[config.mk]
export PLATFORM = sky130hd
export DESIGN_NAME = gray_ptr_ctrl
export DESIGN_NICKNAME = d
export VERILOG_FILES = /design/src/rtl/gray_ptr_ctrl.sv
export SDC_FILE = /design/constraint.sdc
export NUM_CORES = 1
export LEC_CHECK = 0
export ABC_AREA = 1
export CORE_AREA = 3 3 40 42
export CTS_BUF_LIST = sky130_fd_sc_hd__clkbuf_8
export CTS_CLUSTER_SIZE = 30
export DETAILED_ROUTE_END_ITERATION = 6
export DIE_AREA = 0 0 43 45
export REMOVE_ABC_BUFFERS = 1
export SLEW_MARGIN = 0
export SYNTH_ARGS = -nofsm -noshare
export SYNTH_HDL_FRONTEND = slang
export SYNTH_SLANG_ARGS = --single-unit
[constraint.sdc]
create_clock -name CLK -period 2.1 [get_ports CLK]
set_input_delay 0.315 -clock CLK [delete_from_list [all_inputs] [get_ports CLK]]
set_output_delay 0.315 -clock CLK [all_outputs]
set_load 0.005 [all_outputs]
[src/rtl/gray_ptr_ctrl.sv]
// Gray-coded FIFO pointer controller for one side of an async FIFO (MODE 0 = write/full, MODE 1 = read/empty).
// Optional fill-level and almost flags are built when the GRAY_PTR_LEVEL_EN macro is defined.
module gray_ptr_ctrl #(
  parameter int PTR_SIZE  = 4,
  parameter int MODE      = 0,
  parameter int ALMOST_TH = 6
) (
  input  logic                CLK,
  input  logic                RST,
  input  logic                INC,
  input  logic [PTR_SIZE-1:0] SYNC_GRAY_PTR,
  output logic [PTR_SIZE-2:0] ADDR,
  output logic [PTR_SIZE-1:0] GRAY_PTR,
  output logic                FLAG
`ifdef GRAY_PTR_LEVEL_EN
  ,
  output logic [PTR_SIZE-1:0] LEVEL,
  output logic                ALMOST
`endif
);

  // Full is detected when the next pointer equals the other side's pointer with its top two Gray bits inverted.
  localparam logic [PTR_SIZE-1:0] TOP2_MASK = PTR_SIZE'(3) << (PTR_SIZE - 2);
  localparam logic                FLAG_RST  = (MODE != 0);

  logic [PTR_SIZE-1:0] bin_q, bin_d;
  logic [PTR_SIZE-1:0] gray_q, gray_d;
  logic                flag_q, flag_d;

  // NOTE: every always_comb output gets a default first so no path can infer a latch.
  always_comb begin
    bin_d = bin_q;
    if (INC && !flag_q) bin_d = bin_q + PTR_SIZE'(1);
    gray_d = bin_d ^ (bin_d >> 1);
    if (MODE == 0) flag_d = (gray_d == (SYNC_GRAY_PTR ^ TOP2_MASK));
    else           flag_d = (gray_d == SYNC_GRAY_PTR);
  end

  // NOTE: state registers use non-blocking assignments so all flops sample pre-edge values.
  always_ff @(posedge CLK) begin
    if (RST) begin
      bin_q  <= '0;
      gray_q <= '0;
      flag_q <= FLAG_RST;
    end else begin
      bin_q  <= bin_d;
      gray_q <= gray_d;
      flag_q <= flag_d;
    end
  end

  assign ADDR     = bin_q[PTR_SIZE-2:0];
  assign GRAY_PTR = gray_q;
  assign FLAG     = flag_q;

`ifdef GRAY_PTR_LEVEL_EN
  localparam logic [PTR_SIZE-1:0] ALMOST_TH_W = PTR_SIZE'(ALMOST_TH);

  logic [PTR_SIZE-1:0] sync_bin;
  logic [PTR_SIZE-1:0] level_q, level_d;
  logic                almost_q, almost_d;

  always_comb begin
    sync_bin[PTR_SIZE-1] = SYNC_GRAY_PTR[PTR_SIZE-1];
    for (int i = PTR_SIZE - 2; i >= 0; i--) sync_bin[i] = sync_bin[i+1] ^ SYNC_GRAY_PTR[i];
  end

  // Level uses the next binary pointer so it lines up with FLAG on the same edge.
  always_comb begin
    if (MODE == 0) begin
      level_d  = bin_d - sync_bin;
      almost_d = (level_d >= ALMOST_TH_W);
    end else begin
      level_d  = sync_bin - bin_d;
      almost_d = (level_d <= ALMOST_TH_W);
    end
  end

  always_ff @(posedge CLK) begin
    if (RST) begin
      level_q  <= '0;
      almost_q <= 1'b0;
    end else begin
      level_q  <= level_d;
      almost_q <= almost_d;
    end
  end

  assign LEVEL  = level_q;
  assign ALMOST = almost_q;
`endif

endmodule
==> results of run 1 <==
-- power groups by stage --
stage          combinational (mW)  clock (mW)  sequential [mW]
4_1_cts                     0.113       0.184            0.175
3_5_place_dp                0.112           0            0.177
3_3_place_gp                0.112           0            0.177
6_report                    0.112       0.180            0.175
5_1_grt                     0.126       0.196            0.176
2_1_floorplan              0.0603           0            0.178
-- layout make-up --
| type | count | area, µm² |
|---|---|---|
| fill | 130 | 638 |
| multi-input combinational | 56 | 245 |
| sequential | 8 | 160 |
| timing repair buffer | 14 | 140 |
| clock buffer | 3 | 41.3 |
| inverter | 11 | 41.3 |
| tap | 15 | 18.8 |
-- placed cells by master, fill, tap and decap left out, drive strengths merged --
master,n
nor2,9
a21oi,4
dfxtp,8
clkdlybuf4s50,14
nand3,8
ha,1
nand2,32
clkbuf,3
nand3b,1
inv,11
o21ai,1
-- flip-flops by register name (all words and copies together), names as in the netlist --
register	count
FLAG	1
GRAY_PTR	3
bin_q	4
-- how the worst max path moves through the flow --
stage	from	endpoint	slack [ns]	depth (start not counted)
after floorplan	bin_q[1]$_SDFF_PP0_	FLAG$_SDFF_PP0_	0.84	10
after global placement	INC	FLAG$_SDFF_PP0_	0.39	10
after detailed placement	INC	FLAG$_SDFF_PP0_	0.38	10
after CTS	INC	FLAG$_SDFF_PP0_	0.61	10
after global routing	INC	FLAG$_SDFF_PP0_	0.43	9
final	INC	FLAG$_SDFF_PP0_	0.61	10
-- metal layers --
metal | vias up | part of all wire (%) | track usage [%]
met4 | 0 | 1.5 | 9.04
li1 | 265 | - | -
met1 | 184 | 48 | 13.5
met2 | 16 | 44 | 17.1
met5 | - | 0 | 0
met3 | 3 | 6.2 | 3.98
-- stage by stage --
stage	cells	power [mW]	hold WS [ns]	instance area, µm²	utilization (%)
after global routing	107	0.498	0.574	647	50.3
after CTS	107	0.472	0.528	647	50.3
after global placement	104	0.289	0.520	606	47.1
after floorplan	75	0.238	0.384	447	-
after detailed placement	104	0.289	0.519	606	47.1
final	107	0.466	0.521	647	50.3
-- logic make-up (layout without fill, tap and decap cells) --
group | after synthesis | after routing
AOI/OAI and AO/OA | 5 | 5
adders and majority gates | 1 | 1
buffers and inverters | 12 | 28
DFF | 8 | 8
and+or+nand+nor | 50 | 50
-- critical path: stages --
cell and delay, ns:
clkdlybuf4s50_1 0.52, nand3_1 0.15, nor2_1 0.11, nand2_1 0.10, nand2_1 0.10, nand2_1 0.08
nand2_1 0.07, nand2_1 0.05, nand3_1 0.07, nor2_1 0.04
==> run metrics, run 1 <==
post-placement setup slack around 0.38 ns; hold_sp bin_q[3]$_SDFF_PP0_; synth unique cells 12; RSZ-0062 raised after global routing no; row count 13; Yosys top cell by area dfxtp_1; largest net degree at the start of global routing 9; Clk network pwr share 38.5%; max frequency a little under 700 MHz; hold path depth 2; simple-gate share of the synthesized area a little under half; Pleak ~0.32 nW; setup_tns 0 ns; die area between 1500 and 2000 µm²; top cell type's share of synthesized area between 30% and 40%; Post-synth top cells 32 x nand2_1, 10 x inv_1, 8 x dfxtp_1, 8 x nand3_1, 8 x nor2_1; starting DRC count in detailed routing 9; layout cells sized above 1 6.52%; sequential fraction of the synthesis area around 36%; Power Density around 720 nW/µm²; Synth Area in XOR/XNOR 0%; IO Count 15; # nets final a little over 100; area delta synth->final 43.6%; Synth Instances 76; Synth Flop Type dfxtp_1; Switching Share between 20% and 30%; HP Class reg -> reg; Clock transition at path regs around 0.040 ns; CP Data Required Time between 2 and 2.5 ns; R2R Setup Slk 0.73 ns; mapped cell area 450 µm²; Buffers on Ports 14; total number of H-tree levels 1; Die X 43 µm; Worst setup SP type input port; number of synthesized register bits 8; min cycle time layout between 1 and 1.5 ns; Min-Delay Endpoint bin_q[3]$_SDFF_PP0_; All-Layer GR Usage 11.5%; Antenna diodes 0; DRT Wirelength about 950 µm; Worst Setup End Kind flop; worst-case reg-to-reg path depth 11; complex-gate fraction of the synthesized area between 6 and 7%; Max Cap Viol 0; Hold Vio Cnt, Final 0; most frequent cell after synthesis nand2_1; Initial Util 35.1%; vias per cell ~4.4; vias after detailed routing between 400 and 500; Core Box Area 1280 µm²; final antenna-violating net count 0; first-pass GRT wire length approximately 1600 µm; Switching Power 121 µW; initial antenna violation count 0; Crit Path Class in -> reg; Slew HR about 80%; Max Buffers Root-to-Sink 2; CP max FO 4; CTS tree done; largest family of logic cells by synthesized area simple AND/OR/NAND/NOR gates; count of final setup violators 0; syn avg cell area slightly below 6 µm²; DP Wirelength 765 µm; Least-Margin Pin Slew ~0.3 ns; YS warnings 0; CTS resizes 0; Die Y between 40 and 50 µm; # hold bufs at CTS 0; total gr overflow 0; postcts setup bufs 0; final worst slack slightly above 0.6 ns; top cells by area, synth dfxtp_1 36%, nand2_1 27%, nand3_1 8.9%, inv_1 8.3%, nor2_1 6.7%; Root Buffer clkbuf_8; reg2reg start bin_q[1]$_SDFF_PP0_; gp weighted congestion approximately 0.76; vias in the first global route between 400 and 500; fraction of the mapped netlist area in adder cells ~2.8%; Sink Count 8; Worst Path Arrival about 1.6 ns; cell internal pwr about 350 µW; reg2reg end FLAG$_SDFF_PP0_; worst ir drop on vdd about 0.00035 V; fin crit share a little over two thirds; First-pass DRT Iterations 4; FFs w/ async S/R, synth 0%; final slew viol count 0; Post-synth EDFFs 0; outcome finished clean; combinational power share 24.0%; mux contribution to synthesized area 0%; # DRC 0; CTS buffer count 3; sequential share of power ~37%; drt wl/cell a little under 9 µm; clk_skew 0.00292 ns; worst skew pair latency 0.23 ns
No activity file was read; power rests on OpenSTA's default activity.
==> inputs of run 2 (changes only) <==
==> constraint.sdc (replaced) <==
create_clock -name CLK -period 1.44 [get_ports CLK]
set_input_delay 0.216 -clock CLK [delete_from_list [all_inputs] [get_ports CLK]]
set_output_delay 0.216 -clock CLK [all_outputs]
set_load 0.005 [all_outputs]
==> run 2 against run 1 <==
Net effect:
- hold slack gained 0.060 ns
- clock skew shrank 0.0026 ns
- clock-buffer cell count is the same
- critical path depth shrank 8
- combinational power grew 88%
- first-iteration DRC count shrank 44%
- global-route usage grew 0.32 points
- clock power grew 44%
- utilization grew 7.2 points
- sequential share of layout area shrank 2.6 points
- total power grew 55%
- via count grew 9.6%
- largest cell class unchanged
- highest routed layer unchanged
==> run metrics, run 2 (synthesis gave the netlist of run 1 again) <==
Biggest register bin_q; max incr delay on CP 0.49 ns (-0.03 ns); # hold bufs at CTS 0 (unchanged); Max Buffers Root-to-Sink 2 (unchanged); DP Wirelength 840 µm (+9.8%); All-Layer GR Usage 11.8% (+0.32 points); CTS buffer count 3 (unchanged); top routing layer used met4; Max Cap Viol 0 (unchanged); Switching Power 189 µW (+56%); delay-heaviest family, CP buffers and inverters; combinational power share 29.0% (+5.0 points); Root Buffer clkbuf_8; Sink Count 8 (unchanged); Pleak 0.367 nW (+16%); CTS tree done; DRT Wirelength 1030 µm (+9.0%); vias after detailed routing 513 (+9.6%); cell count after placement 112 (+7.7%); CP bufs+invs 2 (+1); area delta synth->final 64.2%; clk_skew 0.000320 ns (-0.00260 ns); worst setup path endpoint ADDR[1]; Placed Area 666 µm² (+9.9%); DR WL met3 37 µm (-37%); total gr overflow 0 (unchanged); # nets final 111 (+8.8%); Clock transition at path regs 0.04 ns (about the same); max frequency about 730 MHz; Core Box Area 1280 µm² (unchanged); post-route cell area 739 µm² (+14%); # DRC 0 (unchanged); die area 1940 µm² (unchanged); Largest register FFs 4 (unchanged); final antenna-violating net count 0 (unchanged); met2 WL 506 µm (+21%); outcome finished clean; Worst Path Arrival 1.15 ns (-0.46 ns); layout cells sized above 1 23.8% (+17 points); Worst Setup End Kind output port; vias per cell 4.42 (+1.1%); largest net degree at the start of global routing 6 (-3); worst ir drop on vdd 0.000436 V (+24%); Power Density 979 nW/µm² (+36%); Die X 43 µm (unchanged); cell internal pwr 535 µW (+55%); Crit path depth 2 (-8); First-pass DRT Iterations 3 (-1); CP Data Required Time 1.22 ns (-1.00 ns); HP Class in -> reg; IO Count 15 (unchanged); most common cell after layout, fill and taps aside nand2_1; Switching Share 26.1% (+0.11 points); Worst setup SP type flop; gp weighted congestion 0.793 (+4.1%); reg2reg end FLAG$_SDFF_PP0_; final slew viol count 0 (unchanged); worst skew pair latency 0.22 ns (about the same); DRT met1 WL 478 µm (+6.0%); worst-path cell chain buf_4, clkdlybuf4s50_1; final worst slack 0.0765 ns (-0.537 ns); Crit Path Class reg -> out; Die Y 45 µm (unchanged); first-pass GRT wire length 1680 µm (+6.5%); drt wl/cell 8.89 µm (+0.53%); R2R Setup Slk 0.13 ns (-0.60 ns); CP max FO 4 (unchanged); Worst Setup SP bin_q[1]$_SDFF_PP0_; Buffers on Ports 14 (unchanged); Clk network pwr share 35.9% (-2.6 points); sequential share of power 35.0% (-2.4 points); non-filler cells, final 116 (+8.4%); row count 13 (unchanged); highest-count cells in the layout ignoring fill and taps 29 x nand2_1, 13 x clkdlybuf4s50_1, 9 x inv_1, 9 x buf_4; count of final setup violators 0 (unchanged); post-placement setup slack -0.200 ns (-0.578 ns); CP max stage cell clkdlybuf4s50_1; Antenna diodes 0 (unchanged); fin crit share between 90 and 100%; vias in the first global route 449 (+11%); Least-Margin Pin Slew 0.215 ns (-0.0861 ns); Initial Util 35.1% (unchanged); starting DRC count in detailed routing 5 (-4); min cycle time layout around 1.4 ns; Hold Vio Cnt, Final 0 (unchanged); total number of H-tree levels 1 (unchanged); reg2reg start bin_q[1]$_SDFF_PP0_; worst-case reg-to-reg path depth 9 (-2); initial antenna violation count 0 (unchanged); Slew HR 85.6% (+5.8 points)
-- run 2: changes by cell type in the layout (fill, tap and decap cells not counted), moves of 3 or more --
cell,delta
dfxtp_2,+3
buf_4,+9
dfxtp_1,-3
nand2_2,+3
nand2_1,-3
-- run 2: final cells by class --
class                   count  area (µm²)
fillers                   127         546
clock buffers               3        41.3
flip-flops and latches      8         164
inverters                  11        41.3
well taps                  15        18.8
multi-input cells          56         264
repair buffers             23         210
-- run 2: layer usage --
layer,vias up,track usage [%]
li1,282,-
met1,218,13.9
met2,11,17.4
met3,2,2.79
met4,0,11.4
met5,-,0
-- run 2: worst min-delay path by stage --
stage                        startpoint                     end  slack, ns  cells past startpoint
global route        bin_q[3]$_SDFF_PP0_     bin_q[3]$_SDFF_PP0_       0.64                      3
CTS                 bin_q[3]$_SDFF_PP0_     bin_q[3]$_SDFF_PP0_       0.62                      3
detailed placement  bin_q[3]$_SDFF_PP0_     bin_q[3]$_SDFF_PP0_       0.61                      3
finish                              INC     bin_q[2]$_SDFF_PP0_       0.58                      6
floorplan                           RST  GRAY_PTR[1]$_SDFF_PP0_       0.29                      1
global placement    bin_q[3]$_SDFF_PP0_     bin_q[3]$_SDFF_PP0_       0.60                      3
-- run 2: worst min-delay path, delay by kind of cell --
kind          cells  cell delay, ns
buf+inv           2            0.25
simple gates      4            0.30
-- run 2: timing repair --
item	CTS	global route
gates resized for setup	0	11
buffers inserted	0	1
endpoints found under the setup margin	0	3
-- run 2: metrics by stage --
| step | total power [mW] | hold WS, ns | utilization, % | setup TNS [ns] |
|---|---|---|---|---|
| 6_report | 0.724 | 0.581 | 57.5 | 0 |
| 5_1_grt | 0.773 | 0.640 | 57.5 | -0.0219 |
| 4_1_cts | 0.712 | 0.618 | 55.0 | 0 |
| 3_5_place_dp | 0.449 | 0.611 | 51.8 | -0.457 |
| 3_3_place_gp | 0.448 | 0.603 | 51.8 | -0.430 |
| 2_1_floorplan | 0.347 | 0.285 | - | 0 |
-- run 2: power by group through the flow --
stage,sequential (mW),clock [mW],combinational [mW]
after global placement,0.256,0,0.192
after detailed placement,0.256,0,0.193
after CTS,0.252,0.266,0.193
after global routing,0.256,0.278,0.239
after floorplan,0.259,0,0.0880
final,0.254,0.260,0.210
==> inputs of run 3 (changes only) <==
==> constraint.sdc (replaced) <==
create_clock -name CLK -period 1.45 [get_ports CLK]
set_input_delay 0.2175 -clock CLK [delete_from_list [all_inputs] [get_ports CLK]]
set_output_delay 0.2175 -clock CLK [all_outputs]
set_load 0.005 [all_outputs]
==> run 3 against run 2 <==
Net effect:
- register-to-register slack worse by 0.02 ns
- critical path depth decreased by 1
- clock-buffer cell count did not move
- combinational power is 6% lower
- sequential power hardly changed
- critical endpoint is now FLAG
==> run metrics, run 3 (synthesis gave the netlist of run 1 again) <==
setup_tns 0 ns (unchanged); Crit path depth 1 (-1); Clock transition at path regs 0.04 ns (about the same); # nets final 109 (-1.8%); clk_skew 0.00265 ns (+0.00233 ns); Initial Util 35.1% (unchanged); row count 13 (unchanged); All-Layer GR Usage 12.3% (+0.53 points); Largest register FFs 4 (unchanged); hold_sp INC; max incr delay on CP 0.53 ns (+0.04 ns); total gr overflow 0 (unchanged); vias in the first global route 434 (-3.3%); layout cells sized above 1 18.2% (-5.6 points); reg2reg end FLAG$_SDFF_PP0_; first-pass GRT wire length 1750 µm (+4.1%); largest net degree at the start of global routing 9 (+3); final slew viol count 0 (unchanged); Pleak 0.358 nW (-2.6%); Least-Margin Pin Slew 0.304 ns (+0.0893 ns); RSZ-0062 raised after global routing no; min cycle time layout 1.37 ns; CP bufs+invs 1 (-1); DP Wirelength 830 µm (-1.1%); Slew HR 79.7% (-6.0 points); # DRC 0 (unchanged); Worst Setup SP FLAG$_SDFF_PP0_; Placed Area 658 µm² (-1.1%); Worst Path Arrival 1.16 ns (about the same); CP max stage cell clkdlybuf4s50_1; vias per cell 4.44 (+0.37%); First-pass DRT Iterations 3 (unchanged); initial antenna violation count 0 (unchanged); Max Buffers Root-to-Sink 2 (unchanged); drt wl/cell 8.91 µm (+0.27%); worst-case reg-to-reg path depth 9 (unchanged); Max Cap Viol 0 (unchanged); Core Box Area 1280 µm² (unchanged); DRT Wirelength 1020 µm (-1.5%); IO Count 15 (unchanged); R2R Setup Slk 0.11 ns (-0.02 ns); outcome finished clean; CP Data Required Time 1.23 ns (about the same); Die X 43 µm (unchanged); postcts setup bufs 0 (unchanged); area delta synth->final 60.0%; Power Density 981 nW/µm² (+0.27%); Hold Vio Cnt, Final 0 (unchanged); Sink Count 8 (unchanged); Antenna diodes 0 (unchanged); CTS buffer count 3 (unchanged); delay-heaviest family, CP buffers and inverters; Root Buffer clkbuf_8; # hold bufs at CTS 0 (unchanged); CTS resizes 0 (unchanged); vias after detailed routing 506 (-1.4%); worst ir drop on vdd 0.000397 V (-9.0%); HP Class in -> reg; fin crit share approximately 95%; gp weighted congestion 0.802 (+1.1%); worst-path cell chain clkdlybuf4s50_1; Die Y 45 µm (unchanged); worst skew pair latency 0.22 ns (about the same); CTS tree done; worst setup path endpoint FLAG; Crit Path Class reg -> out; Biggest register bin_q; final antenna-violating net count 0 (unchanged); starting DRC count in detailed routing 4 (-1); highest-count cells in the layout ignoring fill and taps 29 x nand2_1, 13 x clkdlybuf4s50_1, 10 x inv_1; total number of H-tree levels 1 (unchanged); count of final setup violators 0 (unchanged); max frequency roughly 730 MHz; CP max FO 3 (-1); most common cell after layout, fill and taps aside nand2_1; Worst Setup End Kind output port; Buffers on Ports 14 (unchanged); post-route cell area 721 µm² (-2.5%); Worst setup SP type flop; reg2reg start bin_q[0]$_SDFF_PP0_; die area 1940 µm² (unchanged); Min Hold Slack 0.569 ns (-0.0119 ns)
run 3: cell types whose count changed in the layout (fill, tap and decap cells not counted), sizes merged:
cell	previous run	this run
buf	9	7
run 3: layout make-up:
class,instances,area (µm²)
Timing Repair Buffer,21,195
Inverter,11,41.3
Tap cell,15,18.8
Fill cell,133,564
Multi-Input combinational cell,56,260
Sequential cell,8,164
Clock buffer,3,41.3
run 3: worst min-delay path by stage:
stage                                   endpoint  cells past startpoint
after floorplan           GRAY_PTR[1]$_SDFF_PP0_                      1
after global placement       bin_q[3]$_SDFF_PP0_                      3
after detailed placement     bin_q[3]$_SDFF_PP0_                      3
after CTS                    bin_q[3]$_SDFF_PP0_                      3
after global routing         bin_q[3]$_SDFF_PP0_                      3
final                        bin_q[2]$_SDFF_PP0_                      5
run 3: power by group:
part           leakage [nW]  internal, mW  switching [mW]
combinational         0.270         0.105          0.0929
clock                0.0216         0.179          0.0790
sequential           0.0664         0.240          0.0111
total                 0.358         0.524           0.183
run 3: metrics by stage:
step / utilization, % / worst slack [ns] / instances / total power [mW]
after floorplan: - / 0.194 / 75 / 0.345
after CTS: 54.4 / 0.0290 / 114 / 0.706
after global placement: 51.2 / -0.184 / 111 / 0.442
after global routing: 56.1 / 0.00657 / 114 / 0.754
final: 56.1 / 0.0763 / 114 / 0.707
after detailed placement: 51.2 / -0.201 / 111 / 0.445
run 3: per-layer routing:
layer	vias up	share of wire (%)	track usage (%)
met3	2	3.6	3.59
met5	-	0	0
met1	214	47	15.0
met2	11	47	18.6
met4	0	1.4	9.04
li1	279	-	-
